$ cat src/rtl/color_pkg.sv
// Shared definitions for the colour-sensor scan controller: sensor pin codes, FSM states
// and the channel-to-filter mapping.
package color_pkg;

  localparam logic [1:0] FILT_RED   = 2'b00;
  localparam logic [1:0] FILT_GREEN = 2'b11;
  localparam logic [1:0] FILT_BLUE  = 2'b01;
  localparam logic [1:0] FILT_CLEAR = 2'b10;

  localparam logic [1:0] RATE_OFF = 2'b00;
  localparam logic [1:0] RATE_20  = 2'b01;

  typedef enum logic [2:0] {IDLE, SETTLE, GATE, STORE, DONE} scan_state_e;

  typedef enum logic [1:0] {CH_R, CH_G, CH_B, CH_C} chan_e;

  function automatic logic [1:0] chan_filter(chan_e ch);
    logic [1:0] code;
    unique case (ch)
      CH_R:    code = FILT_RED;
      CH_G:    code = FILT_GREEN;
      CH_B:    code = FILT_BLUE;
      CH_C:    code = FILT_CLEAR;
      default: code = FILT_RED;
    endcase
    return code;
  endfunction

endpackage

$ cat src/rtl/color_scan_ctrl_if.sv
// Pin and result bundle of the colour scan controller. master = controller side,
// slave = sensor pins plus the downstream white-balance / colour-identify consumer.
interface color_scan_ctrl_if #(
  parameter int unsigned CNT_W = 16
);
  logic             frequency;
  logic             start;
  logic             continuous;
  logic [1:0]       filter_out;
  logic [1:0]       frequency_rate;
  logic             busy;
  logic [CNT_W-1:0] red_cnt;
  logic [CNT_W-1:0] green_cnt;
  logic [CNT_W-1:0] blue_cnt;
  logic [CNT_W-1:0] clear_cnt;
  logic             valid;
  logic             overflow;

  modport master (
    input  frequency, start, continuous,
    output filter_out, frequency_rate, busy, red_cnt, green_cnt, blue_cnt, clear_cnt,
           valid, overflow
  );

  modport slave (
    output frequency, start, continuous,
    input  filter_out, frequency_rate, busy, red_cnt, green_cnt, blue_cnt, clear_cnt,
           valid, overflow
  );
endinterface

$ cat src/rtl/color_scan_ctrl_freq_edge_sync.sv
// Brings the asynchronous sensor output into the clk domain (2-FF synchroniser) and
// emits a one-cycle pulse on each synchronised rising edge.
module freq_edge_sync (
  input  logic clk,
  input  logic rst,
  input  logic async_i,
  output logic rise_o
);
  logic sync1_q, sync2_q, prev_q;

  always_ff @(posedge clk) begin
    if (rst) begin
      sync1_q <= 1'b0;
      sync2_q <= 1'b0;
      prev_q  <= 1'b0;
    end else begin
      sync1_q <= async_i;
      sync2_q <= sync1_q;
      prev_q  <= sync2_q;
    end
  end

  assign rise_o = sync2_q & ~prev_q;
endmodule

$ cat src/rtl/color_scan_ctrl.sv
// TCS3200-style colour scan sequencer: settle, gate-count and store each filter channel,
// then publish the RGB(C) set with a valid pulse. COLOR_CLEAR_CH_EN adds the clear channel.
module color_scan_ctrl
  import color_pkg::*;
#(
  parameter int unsigned SETTLE_CYC = 4000,
  parameter int unsigned GATE_CYC   = 100000,
  parameter int unsigned CNT_W      = 16
) (
  input logic               clk,
  input logic               rst,
  color_scan_ctrl_if.master bus
);

  localparam int unsigned MaxCyc = (SETTLE_CYC > GATE_CYC) ? SETTLE_CYC : GATE_CYC;
  localparam int unsigned TW     = (MaxCyc > 1) ? $clog2(MaxCyc) : 1;
  localparam logic [TW-1:0]    SettleLast = TW'(SETTLE_CYC - 1);
  localparam logic [TW-1:0]    GateLast   = TW'(GATE_CYC - 1);
  localparam logic [CNT_W-1:0] CntMax     = '1;
`ifdef COLOR_CLEAR_CH_EN
  localparam chan_e LastCh = CH_C;
`else
  localparam chan_e LastCh = CH_B;
`endif

  scan_state_e      state_q, state_d;
  logic [TW-1:0]    timer_q;
  logic [CNT_W-1:0] edge_cnt_q;
  logic             ovf_q;
  chan_e            ch_q, ch_next;
  logic [1:0]       filter_q;
  logic [CNT_W-1:0] shadow_r_q, shadow_g_q, shadow_b_q;
  logic [CNT_W-1:0] red_q, green_q, blue_q;
  logic             valid_q, overflow_q;
  logic             freq_rise, settle_last, gate_last;

  freq_edge_sync u_freq_edge_sync (
    .clk     (clk),
    .rst     (rst),
    .async_i (bus.frequency),
    .rise_o  (freq_rise)
  );

  assign settle_last = (state_q == SETTLE) && (timer_q == SettleLast);
  assign gate_last   = (state_q == GATE) && (timer_q == GateLast);
  assign ch_next     = chan_e'(ch_q + 2'd1);

  always_ff @(posedge clk) begin
    if (rst) state_q <= IDLE;
    else     state_q <= state_d;
  end

  always_comb begin
    state_d = state_q;
    unique case (state_q)
      IDLE:    if (bus.start || bus.continuous) state_d = SETTLE;
      SETTLE:  if (settle_last) state_d = GATE;
      GATE:    if (gate_last) state_d = STORE;
      STORE:   state_d = (ch_q == LastCh) ? DONE : SETTLE;
      DONE:    state_d = bus.continuous ? SETTLE : IDLE;
      default: state_d = IDLE;
    endcase
  end

  always_comb begin
    bus.busy           = (state_q != IDLE);
    bus.frequency_rate = (state_q == IDLE) ? RATE_OFF : RATE_20;
  end

`ifdef COLOR_CLEAR_CH_EN
  logic [CNT_W-1:0] shadow_c_q, clear_q;
`endif

  always_ff @(posedge clk) begin
    if (rst) begin
      timer_q    <= '0;
      edge_cnt_q <= '0;
      ovf_q      <= 1'b0;
      ch_q       <= CH_R;
      filter_q   <= FILT_RED;
      shadow_r_q <= '0;
      shadow_g_q <= '0;
      shadow_b_q <= '0;
      red_q      <= '0;
      green_q    <= '0;
      blue_q     <= '0;
      valid_q    <= 1'b0;
      overflow_q <= 1'b0;
`ifdef COLOR_CLEAR_CH_EN
      shadow_c_q <= '0;
      clear_q    <= '0;
`endif
    end else begin
      valid_q <= 1'b0;
      unique case (state_q)
        IDLE: begin
          if (state_d == SETTLE) begin
            ch_q     <= CH_R;
            filter_q <= FILT_RED;
            timer_q  <= '0;
            ovf_q    <= 1'b0;
          end
        end
        SETTLE: begin
          if (settle_last) begin
            timer_q    <= '0;
            edge_cnt_q <= '0;
          end else begin
            timer_q <= timer_q + TW'(1);
          end
        end
        GATE: begin
          timer_q <= gate_last ? '0 : timer_q + TW'(1);
          // Saturate rather than wrap; the scan-level ovf flag records the loss.
          if (freq_rise) begin
            if (edge_cnt_q == CntMax) ovf_q <= 1'b1;
            else                      edge_cnt_q <= edge_cnt_q + CNT_W'(1);
          end
        end
        STORE: begin
          case (ch_q)
            CH_R:    shadow_r_q <= edge_cnt_q;
            CH_G:    shadow_g_q <= edge_cnt_q;
            CH_B:    shadow_b_q <= edge_cnt_q;
            default: begin
`ifdef COLOR_CLEAR_CH_EN
              shadow_c_q <= edge_cnt_q;
`endif
            end
          endcase
          if (ch_q != LastCh) begin
            ch_q     <= ch_next;
            filter_q <= chan_filter(ch_next);
          end
        end
        DONE: begin
          red_q      <= shadow_r_q;
          green_q    <= shadow_g_q;
          blue_q     <= shadow_b_q;
          overflow_q <= ovf_q;
          valid_q    <= 1'b1;
`ifdef COLOR_CLEAR_CH_EN
          clear_q    <= shadow_c_q;
`endif
          if (bus.continuous) begin
            ch_q     <= CH_R;
            filter_q <= FILT_RED;
            timer_q  <= '0;
            ovf_q    <= 1'b0;
          end
        end
        default: ;
      endcase
    end
  end

  assign bus.filter_out = filter_q;
  assign bus.red_cnt    = red_q;
  assign bus.green_cnt  = green_q;
  assign bus.blue_cnt   = blue_q;
  assign bus.valid      = valid_q;
  assign bus.overflow   = overflow_q;
`ifdef COLOR_CLEAR_CH_EN
  assign bus.clear_cnt  = clear_q;
`else
  assign bus.clear_cnt  = '0;
`endif

endmodule
$ cat src/flat_wrapper.sv
// flat-port wrapper written by rule: the top's interface ports become plain ports
module color_scan_ctrl_flat import color_pkg::*;
#(
  parameter int unsigned SETTLE_CYC = 4000,
  parameter int unsigned GATE_CYC   = 100000,
  parameter int unsigned CNT_W      = 16
)
  (clk, rst, bus_frequency, bus_start, bus_continuous, bus_filter_out, bus_frequency_rate, bus_busy, bus_red_cnt, bus_green_cnt, bus_blue_cnt, bus_clear_cnt, bus_valid, bus_overflow);
  color_scan_ctrl_if #(.CNT_W(CNT_W)) bus_i ();
  input logic clk;
  input logic rst;
  input wire logic [$bits(bus_i.frequency)-1:0] bus_frequency;
  input wire logic [$bits(bus_i.start)-1:0] bus_start;
  input wire logic [$bits(bus_i.continuous)-1:0] bus_continuous;
  output wire logic [$bits(bus_i.filter_out)-1:0] bus_filter_out;
  output wire logic [$bits(bus_i.frequency_rate)-1:0] bus_frequency_rate;
  output wire logic [$bits(bus_i.busy)-1:0] bus_busy;
  output wire logic [$bits(bus_i.red_cnt)-1:0] bus_red_cnt;
  output wire logic [$bits(bus_i.green_cnt)-1:0] bus_green_cnt;
  output wire logic [$bits(bus_i.blue_cnt)-1:0] bus_blue_cnt;
  output wire logic [$bits(bus_i.clear_cnt)-1:0] bus_clear_cnt;
  output wire logic [$bits(bus_i.valid)-1:0] bus_valid;
  output wire logic [$bits(bus_i.overflow)-1:0] bus_overflow;
  assign bus_i.frequency = bus_frequency;
  assign bus_i.start = bus_start;
  assign bus_i.continuous = bus_continuous;
  assign bus_filter_out = bus_i.filter_out;
  assign bus_frequency_rate = bus_i.frequency_rate;
  assign bus_busy = bus_i.busy;
  assign bus_red_cnt = bus_i.red_cnt;
  assign bus_green_cnt = bus_i.green_cnt;
  assign bus_blue_cnt = bus_i.blue_cnt;
  assign bus_clear_cnt = bus_i.clear_cnt;
  assign bus_valid = bus_i.valid;
  assign bus_overflow = bus_i.overflow;
  color_scan_ctrl #(.SETTLE_CYC(SETTLE_CYC), .GATE_CYC(GATE_CYC), .CNT_W(CNT_W)) u_core (.clk(clk), .rst(rst), .bus(bus_i));
endmodule
$ cat config.mk
export PLATFORM = sky130hd
export DESIGN_NAME = color_scan_ctrl_flat
export DESIGN_NICKNAME = d
export VERILOG_FILES = /design/src/rtl/color_pkg.sv /design/src/rtl/color_scan_ctrl_if.sv /design/src/rtl/color_scan_ctrl_freq_edge_sync.sv /design/src/rtl/color_scan_ctrl.sv /design/src/flat_wrapper.sv
export SDC_FILE = /design/constraint.sdc
export NUM_CORES = 1
export LEC_CHECK = 0
export BUFFER_PORTS_ARGS = -buffer_cell sky130_fd_sc_hd__clkbuf_2
export CORE_MARGIN = 2
export CORE_UTILIZATION = 52
export DETAILED_ROUTE_END_ITERATION = 7
export PLACE_DENSITY = 0.85
export REMOVE_ABC_BUFFERS = 1
export SLEW_MARGIN = 20
export SYNTH_ARGS = -nofsm -noshare
export SYNTH_HDL_FRONTEND = slang
export SYNTH_SLANG_ARGS = --single-unit
$ cat constraint.sdc
create_clock -name clk -period 2.1 [get_ports clk]
set_input_delay 0.21 -clock clk [delete_from_list [all_inputs] [get_ports clk]]
set_output_delay 0.21 -clock clk [all_outputs]
set_load 0.005 [all_outputs]
==> qor_table.md <==
| Group | Item | Reported |
| --- | --- | --- |
| outcome | Run status | finished, violations left |
| outcome | Violated checks | negative setup slack |
| synthesis | Main synth FF type | sky130_fd_sc_hd__dfxtp_1 |
| finish | Fraction of final layout cells sized beyond drive strength 1 | 0.227 |
| placed design | Half-perimeter wire length of the detailed placement result | 8.58 mm |
| synthesis | Synthesis warning total | 0 |
| routing | Detail-routed net length per standard cell | 14.9 um |
| timing | Post-layout worst setup margin | -0.0815 ns |
| timing | Highest Clock Rate | 458 MHz |
| finish | Area used by multi-input combinational logic | 0.00278 mm^2 |
| global route | Pin count of the biggest net entering global routing | 70 |
| routing | Vias | 5349 |
| finish | End-of-flow core utilization | 0.663 |
| timing | Worst-case clock skew | 0.00702 ns |
| finish | Register cell area after layout | 0.00283 mm^2 |
| synthesis | Average footprint of a synthesized cell | 8.03 um^2 |
| global route | Met2 global-route usage | 0.409 |
| synthesis | Count of flip-flops with a built-in enable after synthesis | 0 |
| power and ir drop | Power density of the placed cells | 773 mW/mm^2 |
| routing | First DRT Iteration DRCs | 328 |
| global route | Antenna violations before repair | 0 |
| cts | Cell at the root of the clock tree | sky130_fd_sc_hd__clkbuf_8 |
| routing | Via-per-instance ratio | 5.53 |
| floorplan | Boundary pin count | 76 |
| timing | Final number of max-transition violations | 0 |
| floorplan | Die span in y | 110 um |
| floorplan | Chip width | 110 um |
| global route | Most congested layer reported by global routing | met2 |
| min path | Worst hold-check path type | input pin to flip-flop |
| synthesis | Mapped Cells | 724 |
| setup path | Crit Path Category | flip-flop to flip-flop |
| global route | Grt met1 use | 0.279 |
| setup path | Worst Setup Start Kind | flip-flop |
| routing | Post-route antenna net violation count | 0 |
| floorplan | Site row count | 38 |
| timing | Final count of negative-setup-slack endpoints | 13 |
| synthesis | Share of synthesized registers carrying an async set or reset | 0 |
| placed design | Total of buffers placed on input and output ports | 58 |
| power and ir drop | Maximum vdd drop | 0.593 mV |
| timing | Fin Hold WS | 0.154 ns |
| timing | Slew at the pin with the worst max-slew slack | 0.685 ns |
| timing | Unrepaired setup endpoints after global routing | true |
| setup path | Critical path data required time | 2.52 ns |
| finish | Count of fill cells added during filler insertion | 850 |
| timing | Portion of the clock cycle consumed by the worst path in the final layout | 1.04 |
| flow run | Number of max-cap violations | 0 |
| floorplan | Placeable core region | 0.0109 mm^2 |
| floorplan | Die area | 0.0120 mm^2 |
| setup path | Arrival time reported for the critical path endpoint | 2.60 ns |
| setup path | Worst Setup End Kind | flip-flop |
| routing | TritonRoute pass-1 iters | 5 |
| setup path | Critical Path Fanout Max | 6 |
| synthesis | Post-synthesis cell type with the largest combined area | sky130_fd_sc_hd__dfxtp_1 |
| timing | Minimum clock period after layout | 2.18 ns |
| placed design | Final RePlAce weighted congestion | 0.832 |
| global route | Vias in the first global route | 4753 |
| finish | # diodes | 0 |
| finish | Synth-to-layout area growth | 24.2% |
| global route | First-pass GRT wire length | 22.0 mm |
| synthesis | Sequential element share of the synthesized area | 0.486 |
| global route | Global routing usage summed across all routing layers | 0.234 |
| global route | Met3 demand-to-capacity share in global routing | 0.0611 |
| timing | Rel. slew slack | 0.540 |
| cts | TritonCTS buffer count | 17 |
| floorplan | Starting Density | 0.534 |
| synthesis | Top cell type's share of synthesized area | 0.486 |
| cts | Worst-skew pair later-pin latency | 0.53 ns |
| synthesis | Post-synth design cell area | 0.00581 mm^2 |
| cts | CTS H-tree depth | 4 |
| power and ir drop | Leakage Power | 2.72 nW |
| cts | Clock tree from TritonCTS | yes |
| global route | Remaining global-route overflow | 0 |
| routing | Wire length reported by the detailed router | 14.4 mm |
| cts | Max Root-Sink Buffers | 2 |
| routing | Remaining DRCs | 0 |
| timing | Final Hold Vio Count | 0 |
| synthesis | Dominant cells by area after synthesis | sky130_fd_sc_hd__dfxtp_1 49%, sky130_fd_sc_hd__nand2_1 14%, sky130_fd_sc_hd__a21oi_1 11%, sky130_fd_sc_hd__buf_4 2.6%, sky130_fd_sc_hd__clkbuf_1 2.3% |
| synthesis | Post-synthesis register bit count | 141 |
| placed design | Worst setup timing slack at the placement stage | -0.111 ns |
| cts | Clock Sink Count | 141 |
| cts | CTS clock-pin slew for the worst setup and hold paths | 0.06 ns |
| finish | NumNets Final | 826 |
| synthesis | Unique masters post-synth | 60 |
where the power goes:
group,switching (mW),internal (mW)
Clock,1.16,1.52
Combinational,0.122,0.0828
Sequential,0.00763,2.69
sequential cells by signal, summed over array words and instances, names as in the netlist:
name	count
u_core.ovf_q	1
u_core.shadow_g_q	16
u_core.bus.filter_out	1
u_core.bus.red_cnt	16
u_core.bus.green_cnt	16
u_core.u_freq_edge_sync.prev_q	1
u_core.edge_cnt_q	16
u_core.state_q	3
u_core.bus.overflow	1
u_core.bus.valid	1
u_core.shadow_r_q	16
u_core.bus.blue_cnt	16
u_core.timer_q	17
u_core.u_freq_edge_sync.sync2_q	1
u_core.shadow_b_q	16
u_core.u_freq_edge_sync.sync1_q	1
u_core.ch_q	2
cell usage in the layout (no fill, tap or decap), types with 4 or more instances in the layout:
cell type / n
sky130_fd_sc_hd__dfxtp_2: 4
sky130_fd_sc_hd__inv_1: 6
sky130_fd_sc_hd__o21ai_0: 19
sky130_fd_sc_hd__and3_1: 5
sky130_fd_sc_hd__clkbuf_16: 19
sky130_fd_sc_hd__dfxtp_1: 137
sky130_fd_sc_hd__a31oi_1: 12
sky130_fd_sc_hd__inv_6: 4
sky130_fd_sc_hd__nor3_1: 5
sky130_fd_sc_hd__nand2_1: 219
sky130_fd_sc_hd__and2_1: 5
sky130_fd_sc_hd__nand3_1: 14
sky130_fd_sc_hd__clkbuf_2: 57
sky130_fd_sc_hd__or3_1: 14
sky130_fd_sc_hd__a21oi_1: 120
sky130_fd_sc_hd__nor2_1: 20
sky130_fd_sc_hd__buf_4: 53
sky130_fd_sc_hd__a21oi_2: 4
sky130_fd_sc_hd__buf_12: 4
sky130_fd_sc_hd__nand4_1: 5
sky130_fd_sc_hd__conb_1: 17
sky130_fd_sc_hd__nand2b_1: 6
sky130_fd_sc_hd__nor2b_1: 4
cell type report:
class / instances / share of cell area
clock inverters: 11 / 0.0120
inverters: 6 / 0.00312
well taps: 140 / 0.0243
repair buffers: 121 / 0.122
multi-input cells: 529 / 0.385
flip-flops and latches: 141 / 0.392
clock buffers: 20 / 0.0617
path summary, 6_finish.rpt:
kind	startpoint	endpoint	slack, ns	depth (start not counted)
setup / recovery	u_core.timer_q[0]	u_core.timer_q[6]	-0.08	8
hold / removal	rst	u_core.state_q[0]	0.15	3
hold reg to reg	u_core.shadow_r_q[12]	u_core.bus.red_cnt[12]	0.45	2
setup reg to reg	u_core.timer_q[0]	u_core.timer_q[6]	-0.08	8
repair_timing:
item,CTS,global route
endpoints found under the hold margin,1,0
endpoints found under the setup margin,22,21
cloned,0,3
gates resized for setup,9,22
hold buffers,1,0
setup buffers,2,5
pin swaps,4,15
synth_stat cells, drive strengths merged, types with 6 or more instances:
cell and n:
or3 15, buf 27, nand2b 6, nor3 6
and2 9, and3 7, nor2 21, clkbuf 35
nand2 221, dfxtp 141, nand4 6, a21oi 124
nand3 14, inv 6, a31oi 12, o21ai 22
critical path: stages, from the launching register on:
cell and delay [ns]:
sky130_fd_sc_hd__dfxtp_2 0.35, sky130_fd_sc_hd__ha_4 0.14, sky130_fd_sc_hd__or4b_4 0.51, sky130_fd_sc_hd__buf_6 0.15
sky130_fd_sc_hd__nor4_4 0.21, sky130_fd_sc_hd__o32ai_4 0.18, sky130_fd_sc_hd__buf_12 0.18, sky130_fd_sc_hd__a21o_1 0.16
sky130_fd_sc_hd__a22o_1 0.18
routing by layer:
metal	wire length, um	up-vias
met5	0	-
met4	317	0
met3	742	34
met2	7370	179
met1	6020	2533
li1	-	2603
metrics by stage:
stage / area, um^2 / power, mW / setup TNS, ns / std cells
after global routing: 7220 / 5.75 / -1.97 / 968
after CTS: 7020 / 5.57 / -0.123 / 961
after floorplan: 5490 / 2.83 / -1.24 / 676
final: 7220 / 5.58 / -0.515 / 968
after global placement: 6400 / 2.91 / -0.0462 / 927
after detailed placement: 6400 / 2.91 / -1.09 / 927
logic make-up after synthesis:
group | share of synthesized area
muxes | 0.00172
xor gates and xnor gates | 0.00452
AOI/OAI and AO/OA | 0.167
adders and majority gates | 0.0108
buffers and inverters | 0.0702
and+or+nand+nor | 0.259
other | 0.000645
DFF | 0.486
Power figures use the tool's default switching activity.
